[src/rtl/fft_power_peak_if.sv]
`default_nettype none
// ============================================================================
// Module      : fft_power_peak_if
// Description : Input bin stream and output power stream for fft_power_peak.
// Revision    : 1.0 - initial release
// ============================================================================
interface fft_power_peak_if #(
    parameter int DW = 16
);
    logic              in_valid;
    logic [2*DW-1:0]   in_data;
    logic              in_last;
    logic              out_valid;
    logic              out_ready;
    logic [2*DW-1:0]   out_power;
    logic [3:0]        out_index;
    logic              out_last;

    modport master (
        output in_valid, in_data, in_last, out_ready,
        input  out_valid, out_power, out_index, out_last
    );

    modport slave (
        input  in_valid, in_data, in_last, out_ready,
        output out_valid, out_power, out_index, out_last
    );
endinterface
`default_nettype wire

[src/rtl/fft_power_peak.sv]
`default_nettype none
// ============================================================================
// Module      : fft_power_peak
// Description : Captures a 16-bin FFT frame, converts bins to power, tracks the
//               peak and streams powers out in natural bin order.
// Revision    : 1.0 - initial release
// ============================================================================
module fft_power_peak #(
    parameter int DW      = 16,
    parameter bit BIT_REV = 1'b1
) (
    input  wire logic            clk,
    input  wire logic            reset,
    fft_power_peak_if.slave      bus,
    output logic                 peak_valid,
    output logic [3:0]           peak_index,
    output logic [2*DW-1:0]      peak_power,
    output logic                 frame_err,
    output logic                 frame_drop,
    output logic                 busy
);
    localparam logic [1:0] c_COLLECT = 2'd0;
    localparam logic [1:0] c_FLUSH   = 2'd1;
    localparam logic [1:0] c_DRAIN   = 2'd2;
    localparam logic [1:0] c_DROP    = 2'd3;

    logic [1:0]          r_state;
    logic [1:0]          w_state_next;
    logic [3:0]          r_wr_cnt;
    logic [3:0]          r_rd_cnt;
    logic [2*DW-1:0]     r_ram [16];
    logic [2*DW-1:0]     r_peak_power;
    logic [3:0]          r_peak_index;
    logic                r_frame_err;
    logic                r_frame_drop;
    logic                r_drop_pend;
    logic                r_drop_ended;

    logic signed [2*DW-1:0] w_re_ext;
    logic signed [2*DW-1:0] w_im_ext;
    logic [2*DW-1:0]     w_re_sq;
    logic [2*DW-1:0]     w_im_sq;
    logic [2*DW-1:0]     w_power;
    logic [3:0]          w_addr;
    logic                w_wr;
    logic                w_word_last;
    logic                w_xfer;
    logic                w_drop_any;
    logic                w_drop_done;
    logic                w_draining;

    // Each square is at most 2^(2*DW-2), so the sum always fits in 2*DW bits.
    assign w_re_ext    = {{DW{bus.in_data[2*DW-1]}}, bus.in_data[2*DW-1:DW]};
    assign w_im_ext    = {{DW{bus.in_data[DW-1]}},   bus.in_data[DW-1:0]};
    assign w_re_sq     = w_re_ext * w_re_ext;
    assign w_im_sq     = w_im_ext * w_im_ext;
    assign w_power     = w_re_sq + w_im_sq;

    assign w_wr        = bus.in_valid && (r_state == c_COLLECT);
    assign w_word_last = (r_wr_cnt == 4'd15);
    assign w_xfer      = (r_state == c_DRAIN) && bus.out_ready;
    // A word arriving in the final DRAIN cycle still counts toward the drop.
    assign w_drop_any  = r_drop_pend || bus.in_valid;
    assign w_drop_done = r_drop_ended || (bus.in_valid && bus.in_last);

    generate
        if (BIT_REV) begin : g_bitrev
            assign w_addr = {r_wr_cnt[0], r_wr_cnt[1], r_wr_cnt[2], r_wr_cnt[3]};
        end else begin : g_natural
            assign w_addr = r_wr_cnt;
        end
    endgenerate

    always_ff @(posedge clk) begin
        if (reset) begin
            r_state <= c_COLLECT;
        end else begin
            r_state <= w_state_next;
        end
    end

    always_comb begin
        w_state_next = r_state;
        case (r_state)
            c_COLLECT: if (w_wr && w_word_last && bus.in_last) w_state_next = c_FLUSH;
            c_FLUSH:   w_state_next = c_DRAIN;
            c_DRAIN: begin
                if (w_xfer && (r_rd_cnt == 4'd15)) begin
                    w_state_next = (w_drop_any && !w_drop_done) ? c_DROP : c_COLLECT;
                end
            end
            c_DROP:    if (bus.in_valid && bus.in_last) w_state_next = c_COLLECT;
            default:   w_state_next = c_COLLECT;
        endcase
    end

    always_comb begin
        w_draining    = (r_state == c_DRAIN);
        bus.out_valid = w_draining;
        bus.out_power = w_draining ? r_ram[r_rd_cnt] : '0;
        bus.out_index = w_draining ? r_rd_cnt : 4'd0;
        bus.out_last  = w_draining && (r_rd_cnt == 4'd15);
        peak_valid    = (r_state == c_FLUSH);
        busy          = (r_state != c_COLLECT);
    end

    always_ff @(posedge clk) begin
        if (w_wr && !reset) begin
            r_ram[w_addr] <= w_power;
        end
    end

    always_ff @(posedge clk) begin
        if (reset) begin
            r_wr_cnt     <= 4'd0;
            r_rd_cnt     <= 4'd0;
            r_peak_power <= '0;
            r_peak_index <= 4'd0;
            r_frame_err  <= 1'b0;
            r_frame_drop <= 1'b0;
            r_drop_pend  <= 1'b0;
            r_drop_ended <= 1'b0;
        end else begin
            r_frame_err  <= 1'b0;
            r_frame_drop <= 1'b0;

            if (w_wr) begin
                // Ties resolve to the lowest natural bin regardless of arrival order.
                if ((r_wr_cnt == 4'd0) || (w_power > r_peak_power) ||
                    ((w_power == r_peak_power) && (w_addr < r_peak_index))) begin
                    r_peak_power <= w_power;
                    r_peak_index <= w_addr;
                end
                if (w_word_last || bus.in_last) begin
                    r_wr_cnt    <= 4'd0;
                    r_frame_err <= (w_word_last != bus.in_last);
                end else begin
                    r_wr_cnt <= r_wr_cnt + 4'd1;
                end
            end

            if (r_state == c_FLUSH) begin
                r_rd_cnt <= 4'd0;
            end else if (w_xfer) begin
                r_rd_cnt <= r_rd_cnt + 4'd1;
            end

            if (r_state == c_COLLECT) begin
                r_drop_pend  <= 1'b0;
                r_drop_ended <= 1'b0;
            end else if (((r_state == c_FLUSH) || (r_state == c_DRAIN)) && bus.in_valid) begin
                if (!r_drop_pend) begin
                    r_frame_drop <= 1'b1;
                end
                r_drop_pend <= 1'b1;
                if (bus.in_last) begin
                    r_drop_ended <= 1'b1;
                end
            end
        end
    end

    assign peak_index = r_peak_index;
    assign peak_power = r_peak_power;
    assign frame_err  = r_frame_err;
    assign frame_drop = r_frame_drop;
endmodule
`default_nettype wire

[src/flat_wrapper.sv]
// flat-port wrapper written by rule: the top's interface ports become plain ports
module fft_power_peak_flat 
#(
    parameter int DW      = 16,
    parameter bit BIT_REV = 1'b1
)
  (clk, reset, peak_valid, peak_index, peak_power, frame_err, frame_drop, busy, bus_in_valid, bus_in_data, bus_in_last, bus_out_ready, bus_out_valid, bus_out_power, bus_out_index, bus_out_last);
  fft_power_peak_if #(.DW(DW)) bus_i ();
  input  wire logic clk;
  input  wire logic reset;
  output logic peak_valid;
  output logic [3:0] peak_index;
  output logic [2*DW-1:0] peak_power;
  output logic frame_err;
  output logic frame_drop;
  output logic busy;
  input wire logic [$bits(bus_i.in_valid)-1:0] bus_in_valid;
  input wire logic [$bits(bus_i.in_data)-1:0] bus_in_data;
  input wire logic [$bits(bus_i.in_last)-1:0] bus_in_last;
  input wire logic [$bits(bus_i.out_ready)-1:0] bus_out_ready;
  output wire logic [$bits(bus_i.out_valid)-1:0] bus_out_valid;
  output wire logic [$bits(bus_i.out_power)-1:0] bus_out_power;
  output wire logic [$bits(bus_i.out_index)-1:0] bus_out_index;
  output wire logic [$bits(bus_i.out_last)-1:0] bus_out_last;
  assign bus_i.in_valid = bus_in_valid;
  assign bus_i.in_data = bus_in_data;
  assign bus_i.in_last = bus_in_last;
  assign bus_i.out_ready = bus_out_ready;
  assign bus_out_valid = bus_i.out_valid;
  assign bus_out_power = bus_i.out_power;
  assign bus_out_index = bus_i.out_index;
  assign bus_out_last = bus_i.out_last;
  fft_power_peak #(.DW(DW), .BIT_REV(BIT_REV)) u_core (.clk(clk), .reset(reset), .bus(bus_i), .peak_valid(peak_valid), .peak_index(peak_index), .peak_power(peak_power), .frame_err(frame_err), .frame_drop(frame_drop), .busy(busy));
endmodule
[config.mk]
export PLATFORM = sky130hd
export DESIGN_NAME = fft_power_peak_flat
export DESIGN_NICKNAME = d
export VERILOG_FILES = /design/src/rtl/fft_power_peak_if.sv /design/src/rtl/fft_power_peak.sv /design/src/flat_wrapper.sv
export SDC_FILE = /design/constraint.sdc
export NUM_CORES = 2
export LEC_CHECK = 0
export CORE_ASPECT_RATIO = 2
export CORE_UTILIZATION = 38
export CTS_CLUSTER_DIAMETER = 150
export DETAILED_ROUTE_END_ITERATION = 6
export PLACE_DENSITY = 0.58
export SLEW_MARGIN = 10
export SYNTH_ARGS = -nofsm -noshare
export SYNTH_HDL_FRONTEND = slang
export SYNTH_SLANG_ARGS = --single-unit
export TNS_END_PERCENT = 1
[constraint.sdc]
create_clock -name clk -period 18.3 [get_ports clk]
set_clock_uncertainty 0.05 [all_clocks]
set_input_delay 3.66 -clock clk [delete_from_list [all_inputs] [get_ports clk]]
set_output_delay 3.66 -clock clk [all_outputs]
set_load 0.03 [all_outputs]
* Word level (Yosys, flattened, before mapping)
Memory sizes are Yosys's and may differ from the RTL's. A register that Yosys moved wholly into a read port is not among the register bits.
Cells that the tools add are included.
W data, S select, Z words.
** Word-level totals
- Bits in registers :: 50
- Bits in latches :: 0
- Memory bits (writable) :: 512
- Memory bits (read-only) :: 0
- Bits of input ports :: 37
- Output and inout bits :: 78
- Word-level logic and storage cells :: 72
- Memories kept :: 1
** Memories
- u_core.r_ram :: words 16, bits a word 32, rd ports 1, clocked after memory_dff 1, write ports 1, RTL line fft_power_peak.sv:31 : logic [2*DW-1:0] r_ram [16];
** Cells by class
- Add/sub/neg operators :: 3
- Multiply operators :: 2
- Divide/modulo/power cells :: 0
- Magnitude comparators :: 2
- Equality and inequality tests :: 10
- Shifts and indexed selects :: 0
- Mux-type cells :: 13
- Bitwise gates (word level) :: 3
- Reductions and logical operators :: 29
** Operators by type and width (count)
- $mul A16 B16 Y32 :: 2
- $add A32 B32 Y32 :: 1
- $eq A32 B32 Y1 :: 1
- $gt A32 B32 Y1 :: 1
- $mux W32 :: 1
- $mux W4 :: 4
- $logic_and A1 B1 Y1 :: 11
- $add A4 B1 Y4 const B :: 2
- $eq A4 B4 Y1 const B :: 2
- $mux W2 :: 4
- $pmux W2 S4 :: 1
- $logic_or A1 B1 Y1 :: 6
- $reduce_or A3 Y1 :: 2
- $eq A2 B2 Y1 const B :: 2
- $logic_not A4 Y1 :: 1
- $lt A4 B4 Y1 :: 1
- $ne A2 B1 Y1 const B :: 2
- $reduce_and A2 Y1 :: 2
- $reduce_or A2 Y1 :: 2
- $mux W1 :: 3
- $not A1 Y1 :: 3
- $reduce_and A3 Y1 :: 1
- $eq A2 B1 Y1 const B :: 1
- $logic_not A1 Y1 :: 2
- 4 further kinds :: 4

* Depth between registers and ports, before layout
- Word-level depth :: 7
- Depth in mapped cells :: 39

* Least setup slack after synthesis
No wires, ideal clock.
- Kind :: input to register
- Start :: input bus_in_data[10]
- End :: register u_core.r_peak_power[29] (netlist: u_core.peak_power[29])
- Library setup time :: 0.122 ns
- Arrival time :: 12.343 ns
- Data required time :: 18.128 ns
- Setup slack :: 5.785 ns
- Stages :: 35
- Cells stage by stage :: clkbuf_1 > clkinv_1 > nor2_1 > inv_1 > fa_1 > fa_1 > inv_1 > fa_1 > inv_1 > fa_1 > inv_1 > fa_1 > fa_1 > fa_1 > inv_1 > fa_1 > inv_1 > ha_1 > o21a_1 > o211ai_1 > a31o_1 > a41o_4 > o21ai_0 > a41oi_1 > xnor2_1 > ha_1 > nand4_1 > nor4_2 > nand4_1 > o221ai_1 > nor2_1 > o21ai_2 > buf_4 > nor3_1 > a311o_1
** Between the ends
- Cells in the longest elaborated chain, start to end :: 6
** Ends and longest elaborated chain
- start: declaration :: RTL line flat_wrapper.sv:18 : input wire logic [$bits(bus_i.in_data)-1:0] bus_in_data;
- $mul A16 B16 Y32 (*) :: RTL line fft_power_peak.sv:56 : assign w_im_sq = w_im_ext * w_im_ext;
- $add A32 B32 Y32 (*) :: RTL line fft_power_peak.sv:57 : assign w_power = w_re_sq + w_im_sq;
- via u_core.w_power[30] :: RTL line fft_power_peak.sv:43 : logic [2*DW-1:0] w_power;
- $gt A32 B32 Y1 / $eq A32 B32 Y1 (equally long branches) :: RTL line fft_power_peak.sv:129, fft_power_peak.sv:130
- $logic_or A1 B1 Y1 / $logic_and A1 B1 Y1 (equally long branches) :: RTL line fft_power_peak.sv:129, fft_power_peak.sv:130
- $logic_or A1 B1 Y1 (*) :: RTL line fft_power_peak.sv:129 : if ((r_wr_cnt == 4'd0) || (w_power > r_peak_power) ||
- $reduce_and A2 Y1 (no line) (*)
- end signal: assignment :: RTL line fft_power_peak.sv:131 : r_peak_power <= w_power;
- end: declaration :: RTL line fft_power_peak.sv:32 : logic [2*DW-1:0] r_peak_power;
Mark *: on every way through the listed nets, which the timed path passes. The rest lies on a longest branch.
A chain may end at the register's enable or synchronous reset.

* Worst setup path after layout
- Start :: input bus_in_data[10]
- End :: register u_core.r_peak_power[2] (netlist: u_core.peak_power[2])
Same word-level chain as after synthesis.

==> impl_summary.md <==
Layout
Relative to the synthesized area, the layout overhead comes to 11.2%. In the layout the commonest cells are sky130_fd_sc_hd__inv_1 (689), sky130_fd_sc_hd__fa_1 (518), sky130_fd_sc_hd__edfxtp_1 (512). The final cell area excluding filler cells is approximately 45000 um^2.

The library cell used most frequently in the layout, excluding fill and tap cells, is sky130_fd_sc_hd__inv_1. The finished layout holds 4475 standard cells, fillers aside. The share of cells above drive strength 1 is about a tenth. After the last flow step, the layout net total stands at 3836. The final design utilization is between 40% and 50%. Counting the fill cells in the layout gives 9704.

Global routing
The initial antenna violation count is 4. Global routing finished with a remaining overflow of 0. Global routing used between 10% and 20% of the available tracks.

The first-pass GRT wire length is 154000 um. The via count of the first global-routing pass is 25.2k. The pin count of the biggest net entering global routing is 60.

STA
For this run, the top clock speed supported by timing is 0.0680 GHz. The slew at the pin with the worst max-slew slack is 1070 ps. The count of pins over their slew limit is 0. The smallest clock period supported by the final layout is computed as between 10000 and 15000 ps. The number of endpoints with negative hold slack in the final report was 0. Setup repair after global routing left no endpoint under its margin. For the final routed database, the setup TNS stands at 0 ps. The worst path uses 80.3% of the clock period. In this run the tightest slew margin relative to its limit is roughly 28%.

Setup violations remaining at the end of the flow were counted as 0.

Clock tree
The number of resized instances in the post-cts repair step is 0. The maximum root-to-sink buffer count is 3. TritonCTS built the clock tree. The count of H-tree levels built during CTS is 2.

The clock sink count is about 570. After clock tree synthesis, the clock-pin slew on the worst setup and hold paths is 70 ps. The insertion delay to the later sink of the worst-skew pair is 580 ps. The cell chosen for the clock root is sky130_fd_sc_hd__clkbuf_16. The hold buffer count at cts is 0. After clock tree synthesis, the setup repair step added 0 buffers.

The number of buffers added by the clock tree synthesis step is 43.

Worst setup path
The type of element capturing the critical path is a register. In this design, the critical path's most frequently occurring cell is sky130_fd_sc_hd__fa_1. STA puts the critical path data required time at approximately 19000 ps. The slowest stage of the critical path belongs to the cell sky130_fd_sc_hd__clkdlybuf4s50_1. On the worst path, the slowest cell contributes a delay of 800 ps. The largest fanout on the critical path is 27. The critical path arrival is 15080 ps. The type of the setup path with the least slack is in -> reg. The worst setup path is launched from a primary input.

Detailed routing
The ratio of routed vias to standard cells is 4.99. In the routed design, unresolved DRC markers number 0. The number of DRC markers in iteration 0 is 1093. The routed length per placed instance is 22.5 um. The detailed router placed approximately 22k vias in this run.

The count of antenna-violating nets left after detailed routing is 0. The number of iterations in the first detailed-routing pass is 5. Wires add up to 101000 um.

Yosys
Synthesis handed over a netlist of ~3.0k instances. Of the synthesized area, sequential elements account for slightly above 40%. After synthesis the netlist holds a flip-flop and latch count of roughly 570. The share of flip-flops with an asynchronous set or reset is 0%. Counting distinct cell types in the post-synthesis netlist gives 60. The yosys synthesis warning count is 0.

The cell area that synthesis handed to floorplanning was 40100 um^2. The number of nets handed over by synthesis was ~3.7k. Counting flops with a built-in enable in the synthesized netlist gives 512. The dominant register cell in the synthesized netlist is sky130_fd_sc_hd__edfxtp_1. The post-synthesis area per instance is 13.5 um^2.

Outcome
The run finished with clean final reports.

Placed design
After detailed placement, the total cell area comes to 43100 um^2. The number of cells in the design after placement is between 4k and 5k. The routability congestion estimate from global placement is 0.861. The number of buffers added on ports is 114. Once detailed placement completed, the half-perimeter wirelength came to ~78000 um.

Floorplanning
The initial cell density of the core is 38.3%. In this run the core area contains 168 standard-cell rows. In this run the standard cell core region covers 105000 um^2. The die covers 107000 um^2. The y dimension of the die is 461 um. The top-level port count is roughly 120.

The width of the die is about 230 um.

Worst hold path
The worst hold path belongs to the class reg -> reg.

Job
The number of maximum-capacitance constraint violations is 0.
==> cells in the mapped netlist, drive strengths merged, types with 5 or more instances <==
master,count,area (um^2)
inv,689,2590
fa,518,10400
edfxtp,512,15400
ha,199,2490
mux4,160,3600
nand2,154,578
nor2,123,462
and2,119,744
clkbuf,70,263
dfxtp,54,1080
xnor2,49,429
a21oi,46,230
mux2i,28,280
nor3,24,120
buf,22,101
nand2b,21,131
o21ai,19,98.9
a21o,18,135
nand4,12,75.1
nand3,11,55.1
nor2b,11,68.8
xor2,11,96.3
o211ai,10,80.1
a31o,8,70.1
clkinv,6,22.5
a211oi,5,37.5
o21bai,5,37.5
or3,5,36.3
==> flip-flops by register name (all words and copies together) (netlist names), named ones only <==
name,count
u_core.r_wr_cnt,4
u_core.frame_err,1
u_core.peak_index,4
u_core.peak_power,32
u_core.r_ram,512
u_core.r_state,2
u_core.r_drop_ended,1
u_core.frame_drop,1
u_core.r_rd_cnt,4
u_core.r_drop_pend,1
==> layout make-up <==
class	count	area [um^2]	area share, %
Clock buffer	56	1190	2.66
Clock inverter	21	224	0.503
Antenna cell	1	2.50	0.00562
Multi-Input combinational cell	1604	20800	46.7
Sequential cell	566	16500	36.9
Timing Repair Buffer	172	1570	3.53
Tap cell	1360	1700	3.82
Inverter	695	2610	5.85
==> through the flow <==
step | hold slack [ps] | worst slack (ps)
after detailed placement | 431 | 2870
final | 434 | 3600
after global routing | 455 | 2740
after floorplan | 370 | 5780
after CTS | 439 | 3480
after global placement | 416 | 3050
==> critical path, delay by kind of cell <==
family                   cells  cell delay, ps
adder cells (fa/ha/maj)     10            4750
AO/OA/AOI/OAI                8            2380
multiplexers                 1             230
AND/OR/NAND/NOR              8            1850
buffers and inverters        9            2200
==> cell families (layout without fill, tap and decap cells) <==
logic type	count (synthesis)	after routing	synth area share, %
buffers and inverters	787	944	7.42
adder cells (fa/ha/maj)	717	717	32.1
flip-flops	566	566	41.1
AND/OR/NAND/NOR	496	496	5.96
multiplexers	190	190	9.75
AO/OA/AOI/OAI	140	140	2.38
XOR/XNOR	60	60	1.31
other	1	2	0.00936
==> path summary, 6_finish.rpt <==
| path | start | end | slack (ps) | cells after the start |
|---|---|---|---|---|
| worst max-delay path | bus_in_data[10] | u_core.peak_power[2] | 3600 | 36 |
| worst min-delay path | u_core.r_drop_pend | u_core.frame_drop | 430 | 1 |
| worst max register to register | u_core.peak_power[28] | u_core.peak_power[2] | 14600 | 11 |
| worst min register to register | u_core.r_drop_pend | u_core.frame_drop | 430 | 1 |
==> routing by layer <==
metal / part of all wire (%) / vias up / global-route usage (%) / routed length, um
li1: - / 9913 / - / -
met3: 3.7 / 153 / 1.93 / 3700
met5: 0.011 / - / 0 / 11
met1: 35 / 11800 / 20.4 / 34900
met2: 58 / 468 / 39.3 / 58100
met4: 4.1 / 2 / 7.89 / 4180
Power is left out: the tool's default activity adds up to more than one toggle a clock period on the data nets, which glitch-free logic cannot reach.
